## src/rtl/seq_barrel_shifter.sv

```systemverilog
// Multi-cycle LSR/LSL/ASR/ROR shifter, STEP bits per clock; SHIFT_CARRY_EN adds the carry output.
// Latency: done pulses 1+ceil(n/STEP) cycles after an accepted start (n=0 -> next cycle).
// Backpressure: start is ignored while busy; operands are captured only on an accepted start.
module seq_barrel_shifter #(
  parameter int WIDTH   = 32,
  parameter int SHAMT_W = 5,
  parameter int STEP    = 4
) (
  input  logic               clk,
  input  logic               reset,
  input  logic               start,
  input  logic [1:0]         mode,
  input  logic [SHAMT_W-1:0] n,
  input  logic [WIDTH-1:0]   Rin,
  output logic [WIDTH-1:0]   Rx,
  output logic               busy,
  output logic               done
`ifdef SHIFT_CARRY_EN
  ,
  output logic               carry
`endif
);

  typedef enum logic [1:0] {S_IDLE, S_SHIFT, S_DONE} state_t;

  localparam logic [1:0] M_LSR = 2'b00;
  localparam logic [1:0] M_LSL = 2'b01;
  localparam logic [1:0] M_ASR = 2'b10;
  localparam logic [1:0] M_ROR = 2'b11;

  localparam logic [SHAMT_W-1:0] STEP_AMT = SHAMT_W'(STEP);

  state_t             state, state_next;
  logic               accept;
  logic [1:0]         mode_q;
  logic [SHAMT_W-1:0] count;
  logic [SHAMT_W-1:0] step_amt;
  logic [WIDTH-1:0]   shift_res;

  // Final step may be shorter than STEP so the total equals n exactly.
  assign step_amt = (count < STEP_AMT) ? count : STEP_AMT;

  always_comb begin
    shift_res = Rx;
    case (mode_q)
      M_LSR:   shift_res = Rx >> step_amt;
      M_LSL:   shift_res = Rx << step_amt;
      M_ASR:   shift_res = $signed(Rx) >>> step_amt;
      M_ROR:   shift_res = (Rx >> step_amt) | (Rx << (WIDTH - int'(step_amt)));
      default: shift_res = Rx;
    endcase
  end

  always_comb begin
    state_next = state;
    accept     = 1'b0;
    case (state)
      S_IDLE, S_DONE: begin
        if (start) begin
          accept     = 1'b1;
          state_next = (n != '0) ? S_SHIFT : S_DONE;
        end else begin
          state_next = S_IDLE;
        end
      end
      S_SHIFT: begin
        if (count == step_amt) state_next = S_DONE;
      end
      default: state_next = S_IDLE;
    endcase
  end

  // busy/done come straight from flops, decoded from the next state.
  always_ff @(posedge clk) begin
    if (reset) begin
      state <= S_IDLE;
      busy  <= 1'b0;
      done  <= 1'b0;
    end else begin
      state <= state_next;
      busy  <= (state_next == S_SHIFT);
      done  <= (state_next == S_DONE);
    end
  end

  always_ff @(posedge clk) begin
    if (reset) begin
      Rx     <= '0;
      count  <= '0;
      mode_q <= M_LSR;
    end else if (accept) begin
      Rx     <= Rin;
      count  <= n;
      mode_q <= mode;
    end else if (state == S_SHIFT) begin
      Rx     <= shift_res;
      count  <= count - step_amt;
    end
  end

`ifdef SHIFT_CARRY_EN
  localparam logic [SHAMT_W-1:0] ONE   = SHAMT_W'(1);
  localparam logic [SHAMT_W-1:0] W_MOD = SHAMT_W'(WIDTH);

  logic               carry_bit;
  logic [SHAMT_W-1:0] lsl_idx;

  // Last bit out of this step: Rx[WIDTH-s] for LSL, Rx[s-1] for all right shifts.
  assign lsl_idx = W_MOD - step_amt;

  always_comb begin
    carry_bit = 1'b0;
    if (mode_q == M_LSL) carry_bit = Rx[lsl_idx];
    else                 carry_bit = Rx[step_amt - ONE];
  end

  always_ff @(posedge clk) begin
    if (reset) begin
      carry <= 1'b0;
    end else if (accept) begin
      carry <= 1'b0;
    end else if (state == S_SHIFT) begin
      carry <= carry_bit;
    end
  end
`endif

endmodule
```

## config.mk

```make
export PLATFORM = sky130hd
export DESIGN_NAME = seq_barrel_shifter
export DESIGN_NICKNAME = d
export VERILOG_FILES = /design/src/rtl/seq_barrel_shifter.sv
export SDC_FILE = /design/constraint.sdc
export NUM_CORES = 1
export LEC_CHECK = 0
export ABC_AREA = 1
export BUFFER_PORTS_ARGS = -buffer_cell sky130_fd_sc_hd__buf_4
export CAP_MARGIN = 20
export CORE_MARGIN = 1.5
export CORE_UTILIZATION = 30
export CTS_BUF_LIST = sky130_fd_sc_hd__clkbuf_8
export DETAILED_ROUTE_END_ITERATION = 12
export MAX_ROUTING_LAYER = met4
export PLACE_DENSITY = 0.58
export REMOVE_ABC_BUFFERS = 1
export SLEW_MARGIN = 40
export SYNTH_ARGS = -nofsm -noshare
export SYNTH_HDL_FRONTEND = slang
export SYNTH_SLANG_ARGS = --single-unit
export TNS_END_PERCENT = 10
```

## constraint.sdc

```tcl
create_clock -name clk -period 7.81 [get_ports clk]
set_input_delay 1.1715 -clock clk [delete_from_list [all_inputs] [get_ports clk]]
set_output_delay 1.1715 -clock clk [all_outputs]
set_load 0.05 [all_outputs]
```

# After elaboration in Yosys (flattened, before gate mapping)

Cells that the tools add are included.

Input bits: 42
Output and inout port bits: 34
Logic and storage cells: 39
Bits in registers: 43

Reductions and logical operators: 5
Muxes and demuxes: 12
Magnitude comparators: 1
Bitwise logic cells: 1
Shift operators: 4
Equality and inequality tests: 8
$add $sub $neg: 2

Operator list:

| operator              | number |
|---|---|
| $pmux W32 S4          | 1 |
| $mux W32              | 2 |
| $or A32 B32 Y32       | 1 |
| $shl A32 B32 Y32      | 1 |
| $shl A32 B5 Y32       | 1 |
| $shr A32 B5 Y32       | 1 |
| $sshr A32 B5 Y32      | 1 |
| $mux W5               | 3 |
| $eq A2 B2 Y1 const B  | 4 |
| $sub A6 B5 Y7 const A | 1 |
| $eq A2 B1 Y1 const B  | 3 |
| $mux W2               | 3 |
| $eq A5 B5 Y1          | 1 |
| $lt A5 B3 Y1 const B  | 1 |
| $reduce_bool A5 Y1    | 1 |
| $sub A5 B5 Y5         | 1 |
| $logic_not A2 Y1      | 2 |
| $pmux W2 S2           | 1 |
| $mux W1               | 2 |
| $reduce_bool A2 Y1    | 1 |
| $reduce_or A2 Y1      | 1 |

# Depth between registers and ports, before layout

Gate-level depths: netlist of run 1.

Depth after elaboration: 8
Gate-level depth with buffers: 25
Mapped depth without buffers: 23

# Worst setup path before layout of run 1

No wires, ideal clock.

Path type: register -> register
Start point: reg count[3]
End point: reg Rx[20]
Slack: 4.859 ns
Setup time: 0.132 ns
Data required time: 7.678 ns
Arrival time: 2.819 ns
Buffers on the path: 5
Period minus slack after synthesis: 2.951 ns
Cell stages (with the launch flop): 17
Path through: dfxtp_1 nor2_4 nand2_4 inv_2 nand2_4 buf_4 clkbuf_1 ha_1 clkbuf_1 inv_1 clkbuf_1 clkbuf_1 o21ai_0 a21oi_1 o221ai_1 o21ai_0 a21oi_1

Cells in the longest elaborated chain, start to end: 8
Elaborated cells on any way between the ends: 11
Classes of those cells: add/sub (1); order compare (1); shift (4); mux (4); bitwise (1)

Ends and longest elaborated chain:

| item                   | line | source |
|---|---|---|
| from (decl)            | 36   | `logic [SHAMT_W-1:0] count;` |
| from (signal assigned) | 93   | `count <= n;` |
| from (signal assigned) | 97   | `count <= count - step_amt;` |
| $lt A5 B3 Y1           | 41   | `assign step_amt = (count < STEP_AMT) ? count : STEP_AMT;` |
| $mux W5 *              | 41   |  |
| $sub A6 B5 Y7          | 49   | `M_ROR: shift_res = (Rx >> step_amt) \| (Rx << (WIDTH - int'(step_amt)));` |
| $shl A32 B32 Y32       | 49   |  |
| $or A32 B32 Y32        | 49   |  |
| $pmux W32 S4 *         | 45   | `case (mode_q)` |
| $mux W32 *             | 95   | `end else if (state == S_SHIFT) begin` |
| $mux W32 *             | 91   | `end else if (accept) begin` |
| to (signal assigned)   | 92   | `Rx <= Rin;` |
| to (signal assigned)   | 96   | `Rx <= shift_res;` |
| to (decl)              | 15   | `output logic [WIDTH-1:0] Rx,` |

Mark *: on every way between the ends. The rest lies on a longest branch, timed or not. The select of a mux whose other input is x is not followed.
A chain may end at the register's enable or synchronous reset.

# Worst setup path after layout of run 1

Start point: reg count[3]
End point: reg Rx[31]

Same word-level chain as after synthesis.

==> metrics.cfg, run 1 <==
[power_and_ir_drop]
ir_drop_mv = 0.125
p_per_area_mw_per_mm2 = 257
total_power_mw = 1.38
p_leak_nw = 2.41

[layout]
final_area_mm2 = 0.00537
area_growth_syn_to_layout_pct = 15.2
final_nets = 914
diodes = 0
fillers = 1761
layout-drive-gt1-share_pct = 13.4

[timing]
fin_crit_sh_pct = 59.9
hold_slack_ps = 493
tns_ps = 0
slew_viol_final = 0
fin_ws_ps = 3130
tightest_slew_ps = 734
clock.fmax_mhz = 214
finalCriticalPeriod_ps = 4680
setup_violations = 0
finalHoldViolations = 0
finClkSkew_ps = 9.07
rsz0062_at_grt = no
slew_headroom_pct = 50.8

[yosys]
syn_inst = 831
yosys.area.top_type_share_pct = 19.5
synth_cell_types = 46
yosysSeqAreaShare_pct = 18.5
yosys.area.top_type = nand2_1
synth_area_mm2 = 0.00466
ys_warn_count = 0
synth_common_cells = 242 x nand2_1, 86 x o21ai_0, 74 x inv_1
synth_flop_cell = dfxtp_1
ys_ff_latch = 43
synth_edf_count = 0
synth_area_leaders = nand2_1 19%, dfxtp_1 18%, o21ai_0 9.2%
synthArstFlopShare_pct = 0
avgSynthCellArea_um2 = 5.61
yosys.cell_count.top_type = nand2_1

[setup_path]
reg2reg_from = count[3]
critPathKind = register to register
cp-end-kind = register
reg2reg_depth = 20
crit_required_ps = 8030
arrival_ps = 4900
startpoint_type = register
cp-endpoint = Rx[31]
r2r_end = Rx[31]
r2r_slack_ps = 3130
cp_max_fo = 62
crit_start = count[3]

[grt]
gr-total-overflow = 0
grt_pass1_wl_um = 31100
grt_max_degree = 63
grt.total_usage_pct = 25.3
grt_pass1_vias = 5550
antenna_found_initial = 0

[placement]
io_buffers = 75
dpl_cell_area_mm2 = 0.00528
dp_hpwl_um = 14600
gp_congestion = 1.00
dp_slack_ps = 2940

[routing]
drtPass1Iterations = 7
m1WireLength_um = 9180
via_per_inst = 5.79
top_layer = met4
route.detailed.drc = 0
wl_met2_um = 8600
wl_met3_um = 1810
routed_wl_um = 20200
drtIter0Drc = 886
antenna_left = 0
post_drt_wl_per_cell_um = 19.0
num_vias = 6131

[clocking]
clk_latency_ps = 340
cts_made_buffers = 5
htreeDepth = 2
cts-root-buf = clkbuf_8
postCtsSetupBuffers = 0
cts_sinks = 43
cts_hold_buf = 0
cts_buffer_depth = 2
cts_tree = done
path_clk_slew_ps = 110
post_cts_resized = 0

[floorplan]
die_y_um = 128
die_w_um = 128
placeableCoreArea_mm2 = 0.0152
initial_core_util_pct = 30.7
pin_count = 76
rows = 45
die_area_mm2 = 0.0163

[min_path]
hp-class = register to register

[status]
status = finished, final reports clean

[run]
cap_viol_max_count = 0

-- power by group --
part / internal (mW) / leakage (nW) / switching [mW]
registers: 0.253 / 0.355 / 0.0386
logic: 0.259 / 2.00 / 0.660
clock network: 0.0668 / 0.0495 / 0.106
-- logic make-up after synthesis --
group	share of synthesized area [%]
AO/OA/AOI/OAI	35.5
buffers and inverters	12.0
adder cells (fa/ha/maj)	0.536
other	0.0804
XOR/XNOR	0.188
multiplexers	0.215
flip-flops	18.5
AND/OR/NAND/NOR	33.1
-- worst min path at each step --
stage	start	endpoint	depth (start not counted)
6_report	Rx[24]	Rx[24]	2
5_1_grt	Rx[24]	Rx[24]	2
4_1_cts	Rx[24]	Rx[24]	2
3_5_place_dp	Rx[2]	Rx[2]	2
3_3_place_gp	Rx[2]	Rx[2]	2
2_1_floorplan	mode_q[0]	mode_q[0]	2
-- layout make-up --
cell class / count / area (µm²) / area share (%)
multi-input cells: 654 / 3250 / 60.4
flip-flops and latches: 43 / 861 / 16.0
repair buffers: 83 / 623 / 11.6
inverters: 83 / 313 / 5.82
well taps: 188 / 235 / 4.38
clock buffers: 5 / 68.8 / 1.28
clock inverters: 3 / 26.3 / 0.489
-- layer usage --
layer,global-route usage (%),vias up
met5,-,-
met4,7.40,0
met3,4.38,54
met2,38.2,353
met1,34.6,2791
li1,-,2933
-- worst max-delay path, cell delays in order (launching register included) --
cell     delay, ps
dfxtp_1        360
nor2_4         370
nand2_4        310
inv_2          600
nand2_4        540
ha_2           840
inv_1          440
nand3_1        230
nand3_1         90
nand2_1        100
nand2_1         60
nand2_1        120
nand2_1         60
nand2_1         90
nand2_1         50
nand2_1         50
nand2_1         40
nand2_1         50
nand2_1         40
nand2_1         70
a21oi_1         50
-- layout by cell type, fill, tap and decap left out, drive strengths merged, types with 2 or more instances in the layout --
cell,netlist,final
a2111oi,2,2
ha,2,2
a31oi,11,11
o21ai,125,125
nand2,247,247
o22ai,16,16
inv,79,82
clkinv,4,4
buf,24,83
o21a,6,6
o211ai,29,29
or2,3,3
a21oi,68,68
dfxtp,43,43
a211oi,5,5
nand3,51,51
nand4,11,11
nor2,49,49
o221ai,7,7
a221oi,4,4
o2111ai,5,5
clkbuf,27,5
a22oi,2,2
o31ai,3,3
-- sequential cells by signal, indices dropped and copies added, names as in the netlist --
signal and cells:
mode_q 2, count 5, busy 1, state 2, Rx 32, done 1
-- through the flow --
stage	instances	utilization, %
floorplan	780	-
global placement	1051	34.7
detailed placement	1051	34.7
CTS	1059	35.3
global route	1059	35.3
finish	1059	35.3
Note: power is estimated with default switching activity, not from simulation.
==> run 2, diff against run 1 <==
--- a/config.mk
+++ b/config.mk
@@ -13,7 +13,7 @@
 export CTS_BUF_LIST = sky130_fd_sc_hd__clkbuf_8
 export DETAILED_ROUTE_END_ITERATION = 12
 export MAX_ROUTING_LAYER = met4
-export PLACE_DENSITY = 0.58
+export PLACE_DENSITY = 0.59
 export REMOVE_ABC_BUFFERS = 1
 export SLEW_MARGIN = 40
 export SYNTH_ARGS = -nofsm -noshare
==> constraint.sdc (replaced) <==
create_clock -name clk -period 4.1 [get_ports clk]
set_input_delay 0.615 -clock clk [delete_from_list [all_inputs] [get_ports clk]]
set_output_delay 0.615 -clock clk [all_outputs]
set_load 0.05 [all_outputs]
==> run 2 against run 1 <==
  * First-iteration DRC count is 7.3% lower
  * Fmax is 40% higher
  * Largest power group unchanged
  * Critical endpoint is now Rx[29]
  * Core utilization is 0.51 points higher
  * Register-to-register slack worse by 2400 ps
  * Sequential share of layout area is 0.23 points lower
  * Sequential cell count stayed put
==> metrics.cfg, run 2 (same netlist as run 1, synthesis figures left out) <==
[clocking]
cts_sinks = 43  ; unchanged
cts_buffer_depth = 2  ; unchanged
htreeDepth = 2  ; unchanged
post_cts_resized = 0  ; unchanged
cts_hold_buf = 0  ; unchanged
clk_latency_ps = 340  ; about the same
cts_tree = done  ; unchanged
path_clk_slew_ps = 90  ; was 110 ps
postCtsSetupBuffers = 0  ; unchanged
cts_made_buffers = 5  ; unchanged
cts-root-buf = clkbuf_8  ; unchanged

[timing]
slew_viol_final = 0  ; unchanged
setup_violations = 0  ; unchanged
clock.fmax_mhz = 299  ; was 214 MHz
finalCriticalPeriod_ps = 3340  ; was 4680 ps
tightest_slew_ps = 736  ; was 734 ps
tns_ps = 0  ; unchanged
slew_headroom_pct = 50.6  ; was 50.8%
finalHoldViolations = 0  ; unchanged
fin_crit_sh_pct = 81.5  ; was 59.9%
rsz0062_at_grt = no  ; unchanged
fin_ws_ps = 759  ; was 3130 ps
finClkSkew_ps = 9.06  ; was 9.07 ps

[layout]
layout-drive-gt1-share_pct = 14.2  ; was 13.4%
top_register = Rx  ; unchanged
final_nets = 924  ; was 914
area_growth_syn_to_layout_pct = 16.9  ; was 15.2%
finalNonFillerCells = 1069  ; was 1059
largest_reg_flops = 32  ; unchanged
fillers = 1741  ; was 1761
fin_util_pct = 35.9  ; was 35.3%
final_area_mm2 = 0.00545  ; was 0.00537 mm²
diodes = 0  ; unchanged
final_cell_mix = 242 x nand2_1, 93 x buf_4, 86 x o21ai_0  ; was 242 x nand2_1, 86 x o21ai_0, 83 x buf_4
layout_commonest_cell = nand2_1  ; unchanged
top_regs = Rx (32), count (5)  ; unchanged

[setup_path]
startpoint_type = register  ; unchanged
reg2reg_depth = 17  ; was 20
reg2reg_from = count[3]  ; unchanged
cp-end-kind = register  ; unchanged
arrival_ps = 3570  ; was 4900 ps
r2r_slack_ps = 760  ; was 3130 ps
cp_max_fo = 23  ; was 62
critPathKind = register to register  ; unchanged
crit_required_ps = 4330  ; was 8030 ps
r2r_end = Rx[29]  ; was Rx[31]

[placement]
dp_hpwl_um = 14600  ; about the same
dpl_cell_area_mm2 = 0.00535  ; was 0.00528 mm²
gp_congestion = 0.954  ; was 1.00
place_inst = 1061  ; was 1051
io_buffers = 75  ; unchanged
dp_slack_ps = 869  ; was 2940 ps

[power_and_ir_drop]
power.switching_mw = 1.51  ; was 804 µW
ir_drop_mv = 0.174  ; was 0.125 mV
p_int_mw = 1.15  ; was 579 µW
p_per_area_mw_per_mm2 = 489  ; was 257 mW/mm²
p_leak_nw = 2.46  ; was 2.41 nW
pwr-share-seq_pct = 21.2  ; was 21.1%
p_sw_share_pct = 56.8  ; was 58.2%
p_comb_share_pct = 66.5  ; about the same
clockPowerShare_pct = 12.3  ; was 12.5%

[routing]
drtIter0Drc = 821  ; was 886
num_vias = 6129  ; was 6131
via_per_inst = 5.73  ; was 5.79
antenna_left = 0  ; unchanged
routed_wl_um = 20500  ; was 20200 µm
drtPass1Iterations = 5  ; was 7
route.detailed.drc = 0  ; unchanged
post_drt_wl_per_cell_um = 19.2  ; was 19.0 µm

[min_path]
holdPathEnd = Rx[25]  ; was Rx[24]
worstHoldStart = Rx[25]  ; was Rx[24]
whs_path_depth = 2  ; unchanged
hp-class = register to register  ; unchanged

[grt]
antenna_found_initial = 0  ; unchanged
grt_pass1_wl_um = 31700  ; was 31100 µm
gr-total-overflow = 0  ; unchanged
grt_pass1_vias = 5591  ; was 5550
grt_max_degree = 62  ; was 63
grt.total_usage_pct = 25.9  ; was 25.3%

[floorplan]
die_w_um = 128  ; unchanged
die_y_um = 128  ; unchanged
die_area_mm2 = 0.0163  ; unchanged
rows = 45  ; unchanged
pin_count = 76  ; unchanged
initial_core_util_pct = 30.7  ; unchanged
placeableCoreArea_mm2 = 0.0152  ; unchanged

[status]
status = finished, final reports clean  ; unchanged

[run]
cap_viol_max_count = 0  ; unchanged

## run 2: critical path, stage by stage (launching register included)
cell and delay, ps:
dfxtp_1 360, nor2_4 390, nand2_4 340, inv_2 170
nand2_4 50, ha_1 260, inv_1 120, nand2_1 100
nand2_2 220, inv_2 130, nor2_1 140, inv_1 100
o22ai_1 230, o21ai_0 160, o21ai_0 130, nand4_1 130
nand2_1 90, a21oi_1 50
## run 2: area by class of cell
class / count / area [µm²] / area share [%]
multi-input combinational: 654 / 3240 / 59.5
sequential: 43 / 861 / 15.8
timing repair buffer: 93 / 698 / 12.8
inverter: 83 / 313 / 5.74
tap: 188 / 235 / 4.31
clock buffer: 7 / 96.3 / 1.77
clock inverter: 1 / 3.75 / 0.0689
## run 2: worst max path at each step
stage,startpoint,end,slack [ps],cells past startpoint
floorplan,count[3],Rx[31],490,20
global placement,count[3],Rx[29],850,17
detailed placement,count[3],Rx[29],870,17
CTS,count[3],Rx[29],870,17
global route,count[2],Rx[3],550,11
finish,count[3],Rx[29],760,17
## run 2: power by group through the flow
stage	Combinational [mW]	Sequential, mW	Clock [mW]
3_3_place_gp	1.73	0.572	0
6_report	1.77	0.565	0.328
5_1_grt	1.92	0.574	0.349
4_1_cts	1.73	0.562	0.340
3_5_place_dp	1.72	0.571	0
2_1_floorplan	0.997	0.726	0
## run 2: layer usage
layer,track usage (%),part of all wire [%],vias up
li1,-,-,2941
met1,35.4,45,2810
met2,38.4,43,330
met3,4.76,8.9,48
met4,8.79,2.7,0
met5,-,0,-
## run 2: stage by stage
stage / power [mW] / hold slack [ps]
global placement: 2.30 / 471
finish: 2.67 / 496
floorplan: 1.72 / 486
detailed placement: 2.29 / 482
global route: 2.85 / 519
CTS: 2.63 / 497
